### src/rtl/shift_issue.sv
// Shift issue unit: request FIFO feeding a two-register pipeline around an external left shifter.
// Latency: 2 edges minimum from accept to res_valid; one result per cycle sustained.
// Backpressure: res_ready low holds S2 and stalls S1 and the FIFO; req_ready drops when the FIFO is full.
module shift_issue #(
  parameter int DEPTH = 4
) (
  input  logic                     clk,
  input  logic                     rst_n,
  input  logic                     flush,
  input  logic                     req_valid,
  output logic                     req_ready,
  input  logic [63:0]              req_data,
  input  logic [5:0]               req_amt,
  input  logic [1:0]               req_op,
  input  logic [3:0]               req_tag,
  output logic [63:0]              sh_in,
  output logic [5:0]               sh_amt,
  input  logic [63:0]              sh_result,
  output logic                     res_valid,
  input  logic                     res_ready,
  output logic [63:0]              res_data,
  output logic [3:0]               res_tag,
  output logic                     res_err,
  output logic [$clog2(DEPTH):0]   fifo_count
);

  localparam int AW = $clog2(DEPTH);
  localparam int CW = AW + 1;
  localparam logic [CW-1:0] DEPTH_C = CW'(DEPTH);

  localparam logic [1:0] OP_SLL = 2'b00;
  localparam logic [1:0] OP_SRL = 2'b01;
  localparam logic [1:0] OP_SRA = 2'b10;
  localparam logic [1:0] OP_RSV = 2'b11;

  typedef struct packed {
    logic [63:0] data;
    logic [5:0]  amt;
    logic [1:0]  op;
    logic [3:0]  tag;
  } req_t;

  function automatic logic [63:0] rev64(input logic [63:0] x);
    logic [63:0] r;
    for (int i = 0; i < 64; i++) r[i] = x[63-i];
    return r;
  endfunction

  req_t          mem_q [DEPTH];
  logic [AW-1:0] wr_ptr_q, wr_ptr_d;
  logic [AW-1:0] rd_ptr_q, rd_ptr_d;
  logic [CW-1:0] count_q, count_d;
  logic          live_q;

  logic          s1_vld_q, s1_vld_d;
  logic [63:0]   s1_in_q, s1_in_d;
  logic [5:0]    s1_amt_q, s1_amt_d;
  logic [1:0]    s1_op_q, s1_op_d;
  logic [3:0]    s1_tag_q, s1_tag_d;
  logic          s1_sign_q, s1_sign_d;

  logic          s2_vld_q, s2_vld_d;
  logic [63:0]   s2_data_q, s2_data_d;
  logic [3:0]    s2_tag_q, s2_tag_d;
  logic          s2_err_q, s2_err_d;

  req_t          head;
  req_t          req_in;
  logic          push, pop, s1_adv;
  logic [63:0]   rev_res, sra_mask, s2_in;

  // live_q keeps req_ready low while in reset and raises it on the first edge after release
  assign req_ready  = live_q && (count_q < DEPTH_C);
  assign fifo_count = count_q;
  assign sh_in      = s1_in_q;
  assign sh_amt     = s1_amt_q;
  assign res_valid  = s2_vld_q;
  assign res_data   = s2_data_q;
  assign res_tag    = s2_tag_q;
  assign res_err    = s2_err_q;

  assign head   = mem_q[rd_ptr_q];
  assign req_in = '{data: req_data, amt: req_amt, op: req_op, tag: req_tag};
  assign push   = req_valid && req_ready && !flush;
  assign s1_adv = !s2_vld_q || res_ready;
  assign pop    = (count_q != '0) && (!s1_vld_q || s1_adv);

  // Right shifts run through the left shifter on a reversed operand; SRA then fills the vacated top bits with the sign
  assign rev_res  = rev64(sh_result);
  assign sra_mask = ~({64{1'b1}} >> s1_amt_q);

  // Result selection for the value entering S2
  always_comb begin
    s2_in = sh_result;
    case (s1_op_q)
      OP_SRL:  s2_in = rev_res;
      OP_SRA:  s2_in = s1_sign_q ? (rev_res | sra_mask) : rev_res;
      default: s2_in = sh_result;
    endcase
  end

  // Next-state for FIFO pointers, occupancy and both pipeline stages; flush wins over everything
  always_comb begin
    wr_ptr_d  = wr_ptr_q;
    rd_ptr_d  = rd_ptr_q;
    count_d   = count_q;
    s1_vld_d  = s1_vld_q;
    s1_in_d   = s1_in_q;
    s1_amt_d  = s1_amt_q;
    s1_op_d   = s1_op_q;
    s1_tag_d  = s1_tag_q;
    s1_sign_d = s1_sign_q;
    s2_vld_d  = s2_vld_q;
    s2_data_d = s2_data_q;
    s2_tag_d  = s2_tag_q;
    s2_err_d  = s2_err_q;

    // DEPTH is a power of two, so pointer increment wraps DEPTH-1 -> 0 naturally
    if (push) wr_ptr_d = wr_ptr_q + 1'b1;
    if (pop)  rd_ptr_d = rd_ptr_q + 1'b1;
    count_d = count_q + CW'(push) - CW'(pop);

    if (s1_adv) begin
      s2_vld_d = s1_vld_q;
      if (s1_vld_q) begin
        s2_data_d = s2_in;
        s2_tag_d  = s1_tag_q;
        s2_err_d  = (s1_op_q == OP_RSV);
      end
    end

    if (pop) begin
      s1_vld_d  = 1'b1;
      s1_in_d   = (head.op == OP_SRL || head.op == OP_SRA) ? rev64(head.data) : head.data;
      s1_amt_d  = head.amt;
      s1_op_d   = head.op;
      s1_tag_d  = head.tag;
      s1_sign_d = head.data[63];
    end else if (s1_adv) begin
      s1_vld_d = 1'b0;
    end

    if (flush) begin
      wr_ptr_d = '0;
      rd_ptr_d = '0;
      count_d  = '0;
      s1_vld_d = 1'b0;
      s2_vld_d = 1'b0;
    end
  end

  // FIFO storage: payload only, validity is tracked by the pointers and count
  always_ff @(posedge clk) begin
    if (push) mem_q[wr_ptr_q] <= req_in;
  end

  // Control and pipeline registers
  always_ff @(posedge clk or negedge rst_n) begin
    if (!rst_n) begin
      live_q    <= 1'b0;
      wr_ptr_q  <= '0;
      rd_ptr_q  <= '0;
      count_q   <= '0;
      s1_vld_q  <= 1'b0;
      s1_in_q   <= '0;
      s1_amt_q  <= '0;
      s1_op_q   <= OP_SLL;
      s1_tag_q  <= '0;
      s1_sign_q <= 1'b0;
      s2_vld_q  <= 1'b0;
      s2_data_q <= '0;
      s2_tag_q  <= '0;
      s2_err_q  <= 1'b0;
    end else begin
      live_q    <= 1'b1;
      wr_ptr_q  <= wr_ptr_d;
      rd_ptr_q  <= rd_ptr_d;
      count_q   <= count_d;
      s1_vld_q  <= s1_vld_d;
      s1_in_q   <= s1_in_d;
      s1_amt_q  <= s1_amt_d;
      s1_op_q   <= s1_op_d;
      s1_tag_q  <= s1_tag_d;
      s1_sign_q <= s1_sign_d;
      s2_vld_q  <= s2_vld_d;
      s2_data_q <= s2_data_d;
      s2_tag_q  <= s2_tag_d;
      s2_err_q  <= s2_err_d;
    end
  end

endmodule

### config.mk
export PLATFORM = sky130hd
export DESIGN_NAME = shift_issue
export DESIGN_NICKNAME = d
export VERILOG_FILES = /design/src/rtl/shift_issue.sv
export SDC_FILE = /design/constraint.sdc
export NUM_CORES = 1
export LEC_CHECK = 0
export ABC_AREA = 1
export CAP_MARGIN = 30
export CORE_ASPECT_RATIO = 2
export CORE_UTILIZATION = 23
export DETAILED_ROUTE_END_ITERATION = 10
export GPL_ROUTABILITY_DRIVEN = 0
export HOLD_SLACK_MARGIN = 0.15
export PLACE_DENSITY = 0.48
export SYNTH_ARGS = -nofsm -noshare
export SYNTH_HDL_FRONTEND = slang
export SYNTH_SLANG_ARGS = --single-unit
### constraint.sdc
create_clock -name clk -period 4.65 [get_ports clk]
set_input_delay 0.6975 -clock clk [delete_from_list [all_inputs] [get_ports clk]]
set_output_delay 0.6975 -clock clk [all_outputs]
set_load 0.01 [all_outputs]
==> metrics.md, run 1 <==
| Metric | Value |
|---|---|
| Hold slack | `479.7 ps` |
| DIE WIDTH | `210.2 µm` |
| Die height | `418.4 µm` |
| Register bit total from synthesis | `460` |
| Fin area | `0.02559 mm²` |
| Synth Area in Adders | `0.6023%` |
| Synthesis Warnings | `0` |
| Port bufs | `288` |
| Clk buf depth | `3` |
| Vias | `15619` |
| Clk slew on worst S/H paths | `70 ps` |
| CP max FO | `81` |
| Fin. Hold Viols | `0` |
| Total Wirelength | `69720 µm` |
| Most frequent cells in the layout | `nand2_1 (665), nand3_1 (344), edfxtp_1 (304), clkdlybuf4s50_1 (287), dfrtp_1 (154)` |
| Register area share after synthesis | `65.35%` |
| Setup Skew | `31.06 ps` |
| Vias in the first global route | `15803` |
| Crit path top cell by count | `nand3_1` |
| Io pins | `289` |
| Critical path class | `reg -> reg` |
| Clk Latency, worst-skew pair | `600 ps` |
| Initial DRC Count | `1383` |
| Die area | `0.08796 mm²` |
| Worst vdd rail ir drop | `0.3228 mV` |
| Most common cell after layout, fill and taps aside | `nand2_1` |
| Hold/Removal Path Class | `reg -> reg` |
| Worst setup SP type | `register` |
| Syn_nets | `2144` |
| Cell area power density | `697.5 mW/mm²` |
| # resized after CTS | `0` |
| Total track usage | `15.85%` |
| Yosys cell types | `35` |
| Crit path launch | `rd_ptr_q[0]` |
| CP arrival | `3500 ps` |
| DRT antenna net count | `0` |
| Average size of a mapped cell | `10.02 µm²` |
| Layout cells sized above 1 | `6.131%` |
| Slowest cell delay on critical path | `740 ps` |
| Crit end category | `register` |
| Wire length of the first global-routing pass | `104000 µm` |
| Reg2reg start | `rd_ptr_q[0]` |
| Post-Synth Simple-Gate Area | `23.64%` |
| Root Driver | `clkbuf_16` |
| TNS Setup | `0 ps` |
| Layout net count | `2382` |
| RSZ-0062 raised after global routing | `no` |
| First-pass iteration count of the detailed router | `5` |
| Crit share post-route | `65.31%` |
| CORE AREA | `0.08577 mm²` |
| Filler cells | `8816` |
| Cells after Synth | `1990` |
| Xor and xnor fraction of the mapped netlist area | `0.08784%` |
| Pin count of the biggest net entering global routing | `82` |
| Post-DP HPWL | `44700 µm` |
| Compound-Gate Fraction of Synth Area | `5.841%` |
| Slew Limit Fails | `0` |
| Final setup viols | `0` |
| Critical Path RT | `5120 ps` |
| Final min period | `3037 ps` |
| Drt via density | `4.560` |
| HP Start | `res_data[34]` |
| Post-Syn Area | `0.01994 mm²` |
| CTS tree | `done` |
| Worst Tran Pin Value | `1021 ps` |
| Post-synthesis mux area share | `0%` |
| Drt wl/cell | `20.36 µm` |
| Initial antenna violation count | `9` |
| CTS Buf Count | `47` |
| Worst slew margin | `31.82%` |
| Drt drc | `0` |
| Fmax | `0.3293 GHz` |
| Pleak | `10.13 nW` |
| Global route overflow | `0` |
| Num Clock Sinks | `460` |
| Total of max-cap violations | `0` |
| CP cell instances | `inv_6, nand2_1, nand3_1, nand2_2, nand2_4, nand3_1, nand3_1, nand2_1` |
| Main combinational cell family by area after synthesis | `simple AND/OR/NAND/NOR gates` |
| Row cnt | `152` |
| Run status | `finished, final reports clean` |
| H-tree Lvls | `2` |
| Slowest cell on crit path | `dfrtp_4` |
| Pre-CTS setup slack | `1394 ps` |
| Design Power | `17.85 mW` |
| Starting Density | `23.25%` |
| Area grow syn2layout | `28.35%` |
| Post-DP Area | `0.02395 mm²` |
| Setup WS post-layout | `1613 ps` |
[metal layers]
layer	up-vias	track usage (%)	wire, µm
met5	-	0	78
met4	12	8.697	3683
met3	162	3.082	4437
met2	621	27.62	34410
met1	7567	18.06	27120
li1	7257	-	-
[worst paths after layout]
check                      depth (start not counted)           end  slack [ps]
max in group asynchronous                          3     sh_in[36]        2800
min                                                2  res_data[34]         480
min in group asynchronous                          2  res_data[56]         690
min reg2reg                                        2  res_data[34]         480
max reg2reg                                        8     sh_in[40]        1610
max                                                8     sh_in[40]        1610
[power breakdown]
part / switching, mW / internal (mW) / leakage [nW]
registers: 0.629 / 5.14 / 4.65
clock network: 1.69 / 2.31 / 0.789
logic: 5.23 / 2.86 / 4.69
[layout make-up]
class / count / area, µm² / share of cell area, %
Antenna cell: 3 / 7.507 / 0.02933
Clock inverter: 29 / 300.3 / 1.173
Sequential cell: 460 / 13040 / 50.95
Inverter: 65 / 254.0 / 0.9924
Timing Repair Buffer: 313 / 3164 / 12.36
Multi-Input combinational cell: 1341 / 6058 / 23.67
Clock buffer: 59 / 1325 / 5.177
Tap cell: 1155 / 1445 / 5.646
[cells in the mapped netlist, drive strengths merged]
library cell,instances,area [µm²]
o221ai,4,35.03
o2bb2ai,2,17.52
clkbuf,29,110.1
conb,1,3.750
inv,64,240.2
o22ai,14,87.58
nor3,1,5.000
a22oi,4,30.03
nand2,680,2623
ha,8,100.1
edfxtp,304,9129
buf,95,534.3
nand3,344,1722
dfrtp,156,3904
a21oi,55,279.0
o21ai,112,560.5
a31oi,2,12.51
a21o,4,30.03
fa,1,20.02
xnor2,1,8.760
clkinv,1,3.750
xor2,1,8.760
o211ai,15,112.6
nor2,92,365.4
[cell families after synthesis]
logic type                 count (synthesis)
other                                      1
DFF                                      460
and+or+nand+nor                         1117
adders and majority gates                  9
AOI/OAI and AO/OA                        212
xor gates and xnor gates                   2
buffers and inverters                    189
[worst max-delay path, delay by kind of cell, from the launching register on]
family | cells | cell delay (ps)
DFF | 1 | 740
buffers and inverters | 1 | 590
and+or+nand+nor | 7 | 1390
[what timing repair did]
| action | 4_1_cts | 5_1_grt |
|---|---|---|
| hold buffers | 1 | 0 |
| endpoints found under the hold margin | 54 | 0 |
| setup buffers | 0 | 0 |
[metrics by stage]
step,util (%),cells
floorplan,-,1990
global placement,27.90,3332
detailed placement,27.92,3333
CTS,29.83,3422
global route,29.83,3422
finish,29.84,3425
[state kept, by name, indices dropped and copies added, names as in the netlist, 2 cells and up]
name / count
sh_in: 64
res_tag: 4
fifo_count: 3
wr_ptr_q: 2
mem_q: 304
res_data: 64
s1_op_q: 2
s1_tag_q: 4
rd_ptr_q: 2
sh_amt: 6
(Power assumes the default switching activity.)
==> inputs of run 2 (changes only) <==
clock period = 2.5 ns   (was 4.65 ns; I/O delays follow)
==> run 2 against run 1 <==
Compared with the run above:
- clock power increased by 92%
- fmax increased by 40%
- sequential share of layout area fell by 1.0 points
==> metrics.md, run 2 (synthesized netlist as in run 1, its figures left out) <==
| Metric | Value |
|---|---|
| Hold/Removal Path Class | `in -> async (was reg -> reg)` |
| Setup Skew | `46.06 ps (was 31.06 ps)` |
| Port bufs | `288 (unchanged)` |
| Post-DP HPWL | `46350 µm (was 44700 µm)` |
| Register name with the most flops | `mem_q (unchanged)` |
| Cell area power density | `1305 mW/mm² (was 697.5 mW/mm²)` |
| Root Driver | `clkbuf_16 (unchanged)` |
| Io pins | `289 (unchanged)` |
| Max reg flops | `304 (unchanged)` |
| CTS Buf Count | `45 (was 47)` |
| Die area | `0.08796 mm² (unchanged)` |
| Wire length of the first global-routing pass | `101600 µm (was 104000 µm)` |
| Critical Path RT | `2990 ps (was 5120 ps)` |
| CP top delay family | `simple AND/OR/NAND/NOR gates (unchanged)` |
| Fin area | `0.02612 mm² (was 0.02559 mm²)` |
| Post-DP Area | `0.02443 mm² (was 0.02395 mm²)` |
| Fin. Hold Viols | `0 (unchanged)` |
| Clk Latency, worst-skew pair | `600 ps (about the same)` |
| Row cnt | `152 (unchanged)` |
| Worst slew margin | `50.77% (was 31.82%)` |
| Most frequent cells in the layout | `nand2_1 (665), nand3_1 (344), edfxtp_1 (304), clkdlybuf4s50_1 (287), dfrtp_1 (153) (was nand2_1 (665), nand3_1 (344), edfxtp_1 (304), clkdlybuf4s50_1 (287), dfrtp_1 (154))` |
| Worst Tran Pin Value | `738.4 ps (was 1021 ps)` |
| Critical path class | `reg -> reg (unchanged)` |
| Slowest cell delay on critical path | `420 ps (was 740 ps)` |
| Critical path buffer and inverter count | `2 (was 1)` |
| Initial DRC Count | `1124 (was 1383)` |
| CORE AREA | `0.08577 mm² (unchanged)` |
| Area grow syn2layout | `31.00% (was 28.35%)` |
| Clk buf depth | `3 (unchanged)` |
| Pin count of the biggest net entering global routing | `93 (was 82)` |
| Most common cell after layout, fill and taps aside | `nand2_1 (unchanged)` |
| Total of max-cap violations | `0 (unchanged)` |
| Final min period | `2174 ps (was 3037 ps)` |
| Worst vdd rail ir drop | `0.6269 mV (was 0.3228 mV)` |
| Reg2reg start | `s1_op_q[0] (was rd_ptr_q[0])` |
| Design Power | `34.10 mW (was 17.85 mW)` |
| Slowest cell on crit path | `dfrtp_1 (was dfrtp_4)` |
| CP cell instances | `inv_1, ha_1, nand2_2, nor2_4, nand2_1, inv_2, nor2_1, nand3_1, nand2_1, nand2_1 (was inv_6, nand2_1, nand3_1, nand2_2, nand2_4, nand3_1, nand3_1, nand2_1)` |
| Pre-CTS setup slack | `131.0 ps (was 1394 ps)` |
| CP max FO | `6 (was 81)` |
| Drt wl/cell | `20.04 µm (was 20.36 µm)` |
| Crit path launch | `s1_op_q[0] (was rd_ptr_q[0])` |
| Hold slack | `306.0 ps (was 479.7 ps)` |
| Initial antenna violation count | `10 (was 9)` |
| Die height | `418.4 µm (unchanged)` |
| First-pass iteration count of the detailed router | `7 (was 5)` |
| Register cell area after layout | `0.01304 mm² (about the same)` |
| Slew Limit Fails | `0 (unchanged)` |
| H-tree Lvls | `2 (unchanged)` |
| Vias in the first global route | `15688 (was 15803)` |
| Worst setup SP type | `register (unchanged)` |
| Final setup viols | `0 (unchanged)` |
| TNS Setup | `0 ps (unchanged)` |
| Global route overflow | `0 (unchanged)` |
| Filler cells | `8739 (was 8816)` |
| Pleak | `10.39 nW (was 10.13 nW)` |
| Setup WS post-layout | `325.5 ps (was 1613 ps)` |
| DIE WIDTH | `210.2 µm (unchanged)` |
| RSZ-0062 raised after global routing | `no (unchanged)` |
| Layout net count | `2418 (was 2382)` |
| CTS tree | `done (unchanged)` |
| Total Wirelength | `69310 µm (was 69720 µm)` |
| CP arrival | `2660 ps (was 3500 ps)` |
| Run status | `finished, final reports clean (unchanged)` |
| Crit path top cell by count | `nand2_1 (was nand3_1)` |
| Crit end category | `register (unchanged)` |
| Area of the multi-input gates | `0.006073 mm² (was 0.006058 mm²)` |
| Clk slew on worst S/H paths | `70 ps (about the same)` |
| Drt drc | `0 (unchanged)` |
| Total track usage | `15.57% (was 15.85%)` |
| Crit share post-route | `86.98% (was 65.31%)` |
| Layout cells sized above 1 | `7.826% (was 6.131%)` |
| Drt via density | `4.560 (about the same)` |
| Num Clock Sinks | `460 (unchanged)` |
| Vias | `15769 (was 15619)` |
| Fmax | `0.4599 GHz (was 0.3293 GHz)` |
| Starting Density | `23.25% (unchanged)` |
| DRT antenna net count | `0 (unchanged)` |
| # resized after CTS | `0 (unchanged)` |
==> run 2: cell types whose count changed in the layout (fill, tap and decap cells not counted), sizes merged <==
cell      change
clkbuf        -2
bufinv        +4
buf          +38
clkinvlp      -1
inv           +3
clkinv        -9
==> run 2: stage by stage <==
stage          util (%)  std cells
2_1_floorplan         -       1990
3_3_place_gp      28.48       3371
3_5_place_dp      28.48       3371
4_1_cts           30.45       3455
5_1_grt           30.45       3455
6_report          30.46       3458
==> run 2: report_power, final <==
part / leakage, nW / switching (mW) / total, mW / internal, mW
Sequential: 4.65 / 1.11 / 10.7 / 9.56
Clock: 0.812 / 3.08 / 7.67 / 4.59
Combinational: 4.93 / 9.84 / 15.8 / 5.92
==> run 2: per-layer routing <==
metal / vias up / track usage (%) / routed length [µm]
li1: 7329 / - / -
met2: 649 / 28.14 / 35420
met4: 12 / 7.670 / 3337
met1: 7639 / 17.26 / 26330
met3: 140 / 2.962 / 4141
met5: - / 0 / 77
==> run 2: layout make-up <==
class	instances	area share, %
flip-flops and latches	460	49.92
clock inverters	26	1.542
inverters	65	0.9723
diodes	3	0.02874
repair buffers	351	13.88
clock buffers	57	4.880
multi-input cells	1341	23.25
well taps	1155	5.532
==> run 2: worst register-to-register path, cell delays in order (launching register included) <==
cell     delay [ps]
dfrtp_1         420
inv_1            70
ha_1            240
nand2_2         190
nor2_4           50
nand2_1         260
inv_2           100
nor2_1          380
nand3_1         180
nand2_1         130
nand2_1          60
==> run 2: timing repair <==
action | in CTS | in global routing
hold endpoints to repair | 70 | 0
setup endpoints to repair | 0 | 0
buffers inserted | 0 | 0
hold buffers | 1 | 0
==> run 2: final timing paths <==
path / endpoint / slack (ps) / cells after the start
worst max-delay path: res_data[17] / 330 / 10
worst min-delay path: res_data[1] / 310 / 2
worst max register to register: res_data[17] / 330 / 10
worst min register to register: sh_in[33] / 480 / 2
max in group asynchronous: sh_in[11] / 1380 / 3
min in group clk: mem_q[2][39] / 420 / 1
==> inputs of run 3 (changes only) <==
ABC_AREA = not set   (was 1)
CORE_MARGIN = 1   (was not set)
==> run 3 against run 2 <==
Compared with the run above:
- clock-buffer cell count increased by 1
- register-to-register slack got worse by 70 ps
- critical endpoint is now sh_amt[5]
- fmax decreased by 8.4%
- total power down 8.8%
- critical path type is now reg -> out
- sequential share of layout area grew 2.4 points
==> metrics.md, run 3 <==
| Metric | Value |
|---|---|
| Global route overflow | `0 (unchanged)` |
| Syn_nets | `1472 (was 2144)` |
| CP endpoint | `sh_amt[5] (was res_data[17])` |
| Main combinational cell family by area after synthesis | `simple AND/OR/NAND/NOR gates (unchanged)` |
| Synthesis Warnings | `0 (unchanged)` |
| EDFF count, synth | `304 (unchanged)` |
| Register area share after synthesis | `68.70% (was 65.35%)` |
| Vias | `12618 (was 15769)` |
| First-pass iteration count of the detailed router | `5 (was 7)` |
| Final setup viols | `0 (unchanged)` |
| CP arrival | `2000 ps (was 2660 ps)` |
| Post-DP Area | `0.02344 mm² (was 0.02443 mm²)` |
| Post-DP HPWL | `41850 µm (was 46350 µm)` |
| Io pins | `289 (unchanged)` |
| Finished Layout Cells | `2701 (was 3458)` |
| Vias in the first global route | `13216 (was 15688)` |
| CP max FO | `11 (was 6)` |
| Sw power | `11.90 mW (was 14.02 mW)` |
| Setup Skew | `31.03 ps (was 46.06 ps)` |
| Setup WS post-layout | `124.8 ps (was 325.5 ps)` |
| Clk slew on worst S/H paths | `70 ps (about the same)` |
| DRT antenna net count | `0 (unchanged)` |
| RSZ-0062 raised after global routing | `no (unchanged)` |
| Crit end category | `output port (was register)` |
| Slew Limit Fails | `0 (unchanged)` |
| Worst vdd rail ir drop | `0.7620 mV (was 0.6269 mV)` |
| Filler cells | `8209 (was 8739)` |
| Compound-Gate Fraction of Synth Area | `6.529% (was 5.841%)` |
| Die height | `408.2 µm (was 418.4 µm)` |
| Top post-synthesis cells by count | `edfxtp_1 (304), nand3_1 (197), nand2_1 (170), dfrtp_1 (156), mux4_2 (76) (was nand2_1 (666), nand3_1 (344), edfxtp_1 (304), dfrtp_1 (156), nor2_1 (86))` |
| Design Power | `31.12 mW (was 34.10 mW)` |
| R2R Setup Slk | `260 ps (was 330 ps)` |
| Most frequent cells in the layout | `edfxtp_1 (304), clkdlybuf4s50_1 (287), nand3_1 (197), nand2_1 (169), dfrtp_1 (152) (was nand2_1 (665), nand3_1 (344), edfxtp_1 (304), clkdlybuf4s50_1 (287), dfrtp_1 (153))` |
| Layout cells sized above 1 | `14.50% (was 7.826%)` |
| Slowest cell on crit path | `dfrtp_1 (unchanged)` |
| Reg2reg start | `s1_op_q[0] (unchanged)` |
| Ys async rst share | `33.91% (unchanged)` |
| Post-Syn Area | `0.01897 mm² (was 0.01994 mm²)` |
| Final min period | `2375 ps (was 2174 ps)` |
| Pint | `19.22 mW (was 20.08 mW)` |
| Fmax | `0.4210 GHz (was 0.4599 GHz)` |
| Row cnt | `148 (was 152)` |
| Layout net count | `1765 (was 2418)` |
| Slowest cell delay on critical path | `580 ps (was 420 ps)` |
| Drt via density | `4.672 (was 4.560)` |
| Root Driver | `clkbuf_16 (unchanged)` |
| Synth Area in Adders | `0.6332% (was 0.6023%)` |
| Initial antenna violation count | `10 (unchanged)` |
| R2R depth | `7 (was 10)` |
| CTS tree | `done (unchanged)` |
| Fin area | `0.02495 mm² (was 0.02612 mm²)` |
| Post-Synth Simple-Gate Area | `10.92% (was 23.64%)` |
| Wire length of the first global-routing pass | `86980 µm (was 101600 µm)` |
| CP cell instances | `buf_4, clkdlybuf4s50_1 (was inv_1, ha_1, nand2_2, nor2_4, nand2_1, inv_2, nor2_1, nand3_1, nand2_1, nand2_1)` |
| Critical R2R Capture | `res_data[46] (was res_data[17])` |
| Reg power frac | `34.4% (was 31.3%)` |
| CORE AREA | `0.08148 mm² (was 0.08577 mm²)` |
| Post-synth top area cell | `edfxtp_1 (unchanged)` |
| Drt wl/cell | `22.23 µm (was 20.04 µm)` |
| Fin. Hold Viols | `0 (unchanged)` |
| Clk buf depth | `3 (unchanged)` |
| Average size of a mapped cell | `14.39 µm² (was 10.02 µm²)` |
| Worst slew margin | `55.66% (was 50.77%)` |
| Crit share post-route | `95.01% (was 86.98%)` |
| Max reg flops | `304 (unchanged)` |
| Clk Latency, worst-skew pair | `610 ps (was 600 ps)` |
| Port bufs | `288 (unchanged)` |
| Total of max-cap violations | `0 (unchanged)` |
| Pre-CTS setup slack | `88.53 ps (was 131.0 ps)` |
| CTS Buf Count | `46 (was 45)` |
| Switching portion of total power | `38.24% (was 41.12%)` |
| Register bit total from synthesis | `460 (unchanged)` |
| Register name with the most flops | `mem_q (unchanged)` |
| Worst Tran Pin Value | `665.1 ps (was 738.4 ps)` |
| Top cells by area, synth | `edfxtp_1 (48%), dfrtp_1 (21%), mux4_2 (9.0%) (was edfxtp_1 (46%), dfrtp_1 (20%), nand2_1 (13%))` |
| Hold slack | `313.5 ps (was 306.0 ps)` |
| Xor and xnor fraction of the mapped netlist area | `0.4683% (was 0.08784%)` |
| Area grow syn2layout | `31.49% (was 31.00%)` |
| Cells after DPL | `2612 (was 3371)` |
| Total track usage | `14.26% (was 15.57%)` |
| Synth Flop Type | `edfxtp_1 (unchanged)` |
| Run status | `finished, final reports clean (unchanged)` |
| Drt drc | `0 (unchanged)` |
| Cell area power density | `1247 mW/mm² (was 1305 mW/mm²)` |
| Critical path class | `reg -> out (was reg -> reg)` |
| Most common cell after layout, fill and taps aside | `edfxtp_1 (was nand2_1)` |
| Count leader, synth | `edfxtp_1 (was nand2_1)` |
| Top cell type's share of synthesized area | `48.12% (was 45.78%)` |
| Starting Density | `23.28% (was 23.25%)` |
| Crit path launch | `sh_amt[5] (was s1_op_q[0])` |
| Cells after Synth | `1318 (was 1990)` |
| Yosys cell types | `59 (was 35)` |
| Worst setup SP type | `register (unchanged)` |
| H-tree Lvls | `2 (unchanged)` |
| Post-synthesis mux area share | `9.761% (was 0%)` |
| Initial DRC Count | `513 (was 1124)` |
| Total Wirelength | `60050 µm (was 69310 µm)` |
| Pleak | `8.862 nW (was 10.39 nW)` |
| Critical Path RT | `2120 ps (was 2990 ps)` |
| Hold/Removal Path Class | `in -> async (unchanged)` |
| Post CTS Setup Buffer Count | `0 (unchanged)` |
| Comb power frac | `43.4% (was 46.2%)` |
| Num Clock Sinks | `460 (unchanged)` |
| Pin count of the biggest net entering global routing | `73 (was 93)` |
| Die area | `0.08370 mm² (was 0.08796 mm²)` |
| Clock power share | `22.3% (was 22.5%)` |
| DIE WIDTH | `205.1 µm (was 210.2 µm)` |
==> run 3: metrics by stage <==
step | utilization (%) | setup TNS (ps)
after global placement | 28.76 | -4.022
after CTS | 30.61 | 0
after floorplan | - | -13970
final | 30.62 | 0
after detailed placement | 28.76 | 0
after global routing | 30.61 | 0
==> run 3: per-layer routing <==
| layer | global-route usage [%] | vias up | wire [µm] |
|---|---|---|---|
| met1 | 14.30 | 6354 | 20510 |
| met2 | 26.12 | 504 | 31620 |
| met5 | 0 | - | 115 |
| li1 | - | 5606 | - |
| met4 | 7.433 | 16 | 3023 |
| met3 | 4.126 | 138 | 4772 |
==> run 3: repair_timing <==
item,CTS,global route
hold endpoints to repair,58,0
gates resized for setup,1,1
endpoints found under the setup margin,1,1
hold buffers,1,0
==> run 3: worst max-delay path: cells and delay by family, from the launching register on <==
family / cells / cell delay (ps)
buf+inv: 2 / 830
flops: 1 / 580
==> run 3: power by group through the flow <==
stage / Clock [mW] / Combinational [mW] / Sequential, mW
floorplan: 0 / 7.56 / 10.8
global placement: 0 / 13.4 / 10.8
detailed placement: 0 / 13.6 / 10.9
CTS: 7.21 / 13.7 / 10.7
global route: 7.44 / 14.7 / 10.9
finish: 6.93 / 13.5 / 10.7
==> run 3: cell families (layout without fill, tap and decap cells) <==
group / Yosys count / in the layout
xor+xnor: 8 / 8
flops: 460 / 460
simple gates: 459 / 459
compound gates: 175 / 175
fa+ha+maj: 9 / 9
buf+inv: 117 / 447
other cells: 1 / 4
mux: 89 / 89
==> run 3: how the worst min path moves through the flow <==
| stage | startpoint | endpoint | slack [ps] | cells after the start |
|---|---|---|---|---|
| 2_1_floorplan | rst_n | fifo_count[0] | 80 | 0 |
| 3_3_place_gp | rst_n | res_data[21] | 430 | 1 |
| 3_5_place_dp | rst_n | res_data[21] | 430 | 1 |
| 4_1_cts | rst_n | res_data[49] | 310 | 2 |
| 5_1_grt | rst_n | res_data[24] | 350 | 2 |
| 6_report | rst_n | res_data[24] | 310 | 2 |
==> run 3: cell type report <==
type | instances | area, µm² | share of cell area, %
clock buffer | 58 | 1206 | 4.835
sequential | 460 | 13040 | 52.28
inverter | 11 | 41.29 | 0.1655
antenna | 3 | 7.507 | 0.03009
timing repair buffer | 351 | 3625 | 14.53
multi-input combinational | 741 | 5426 | 21.75
clock inverter | 27 | 282.8 | 1.134
tap | 1050 | 1314 | 5.267
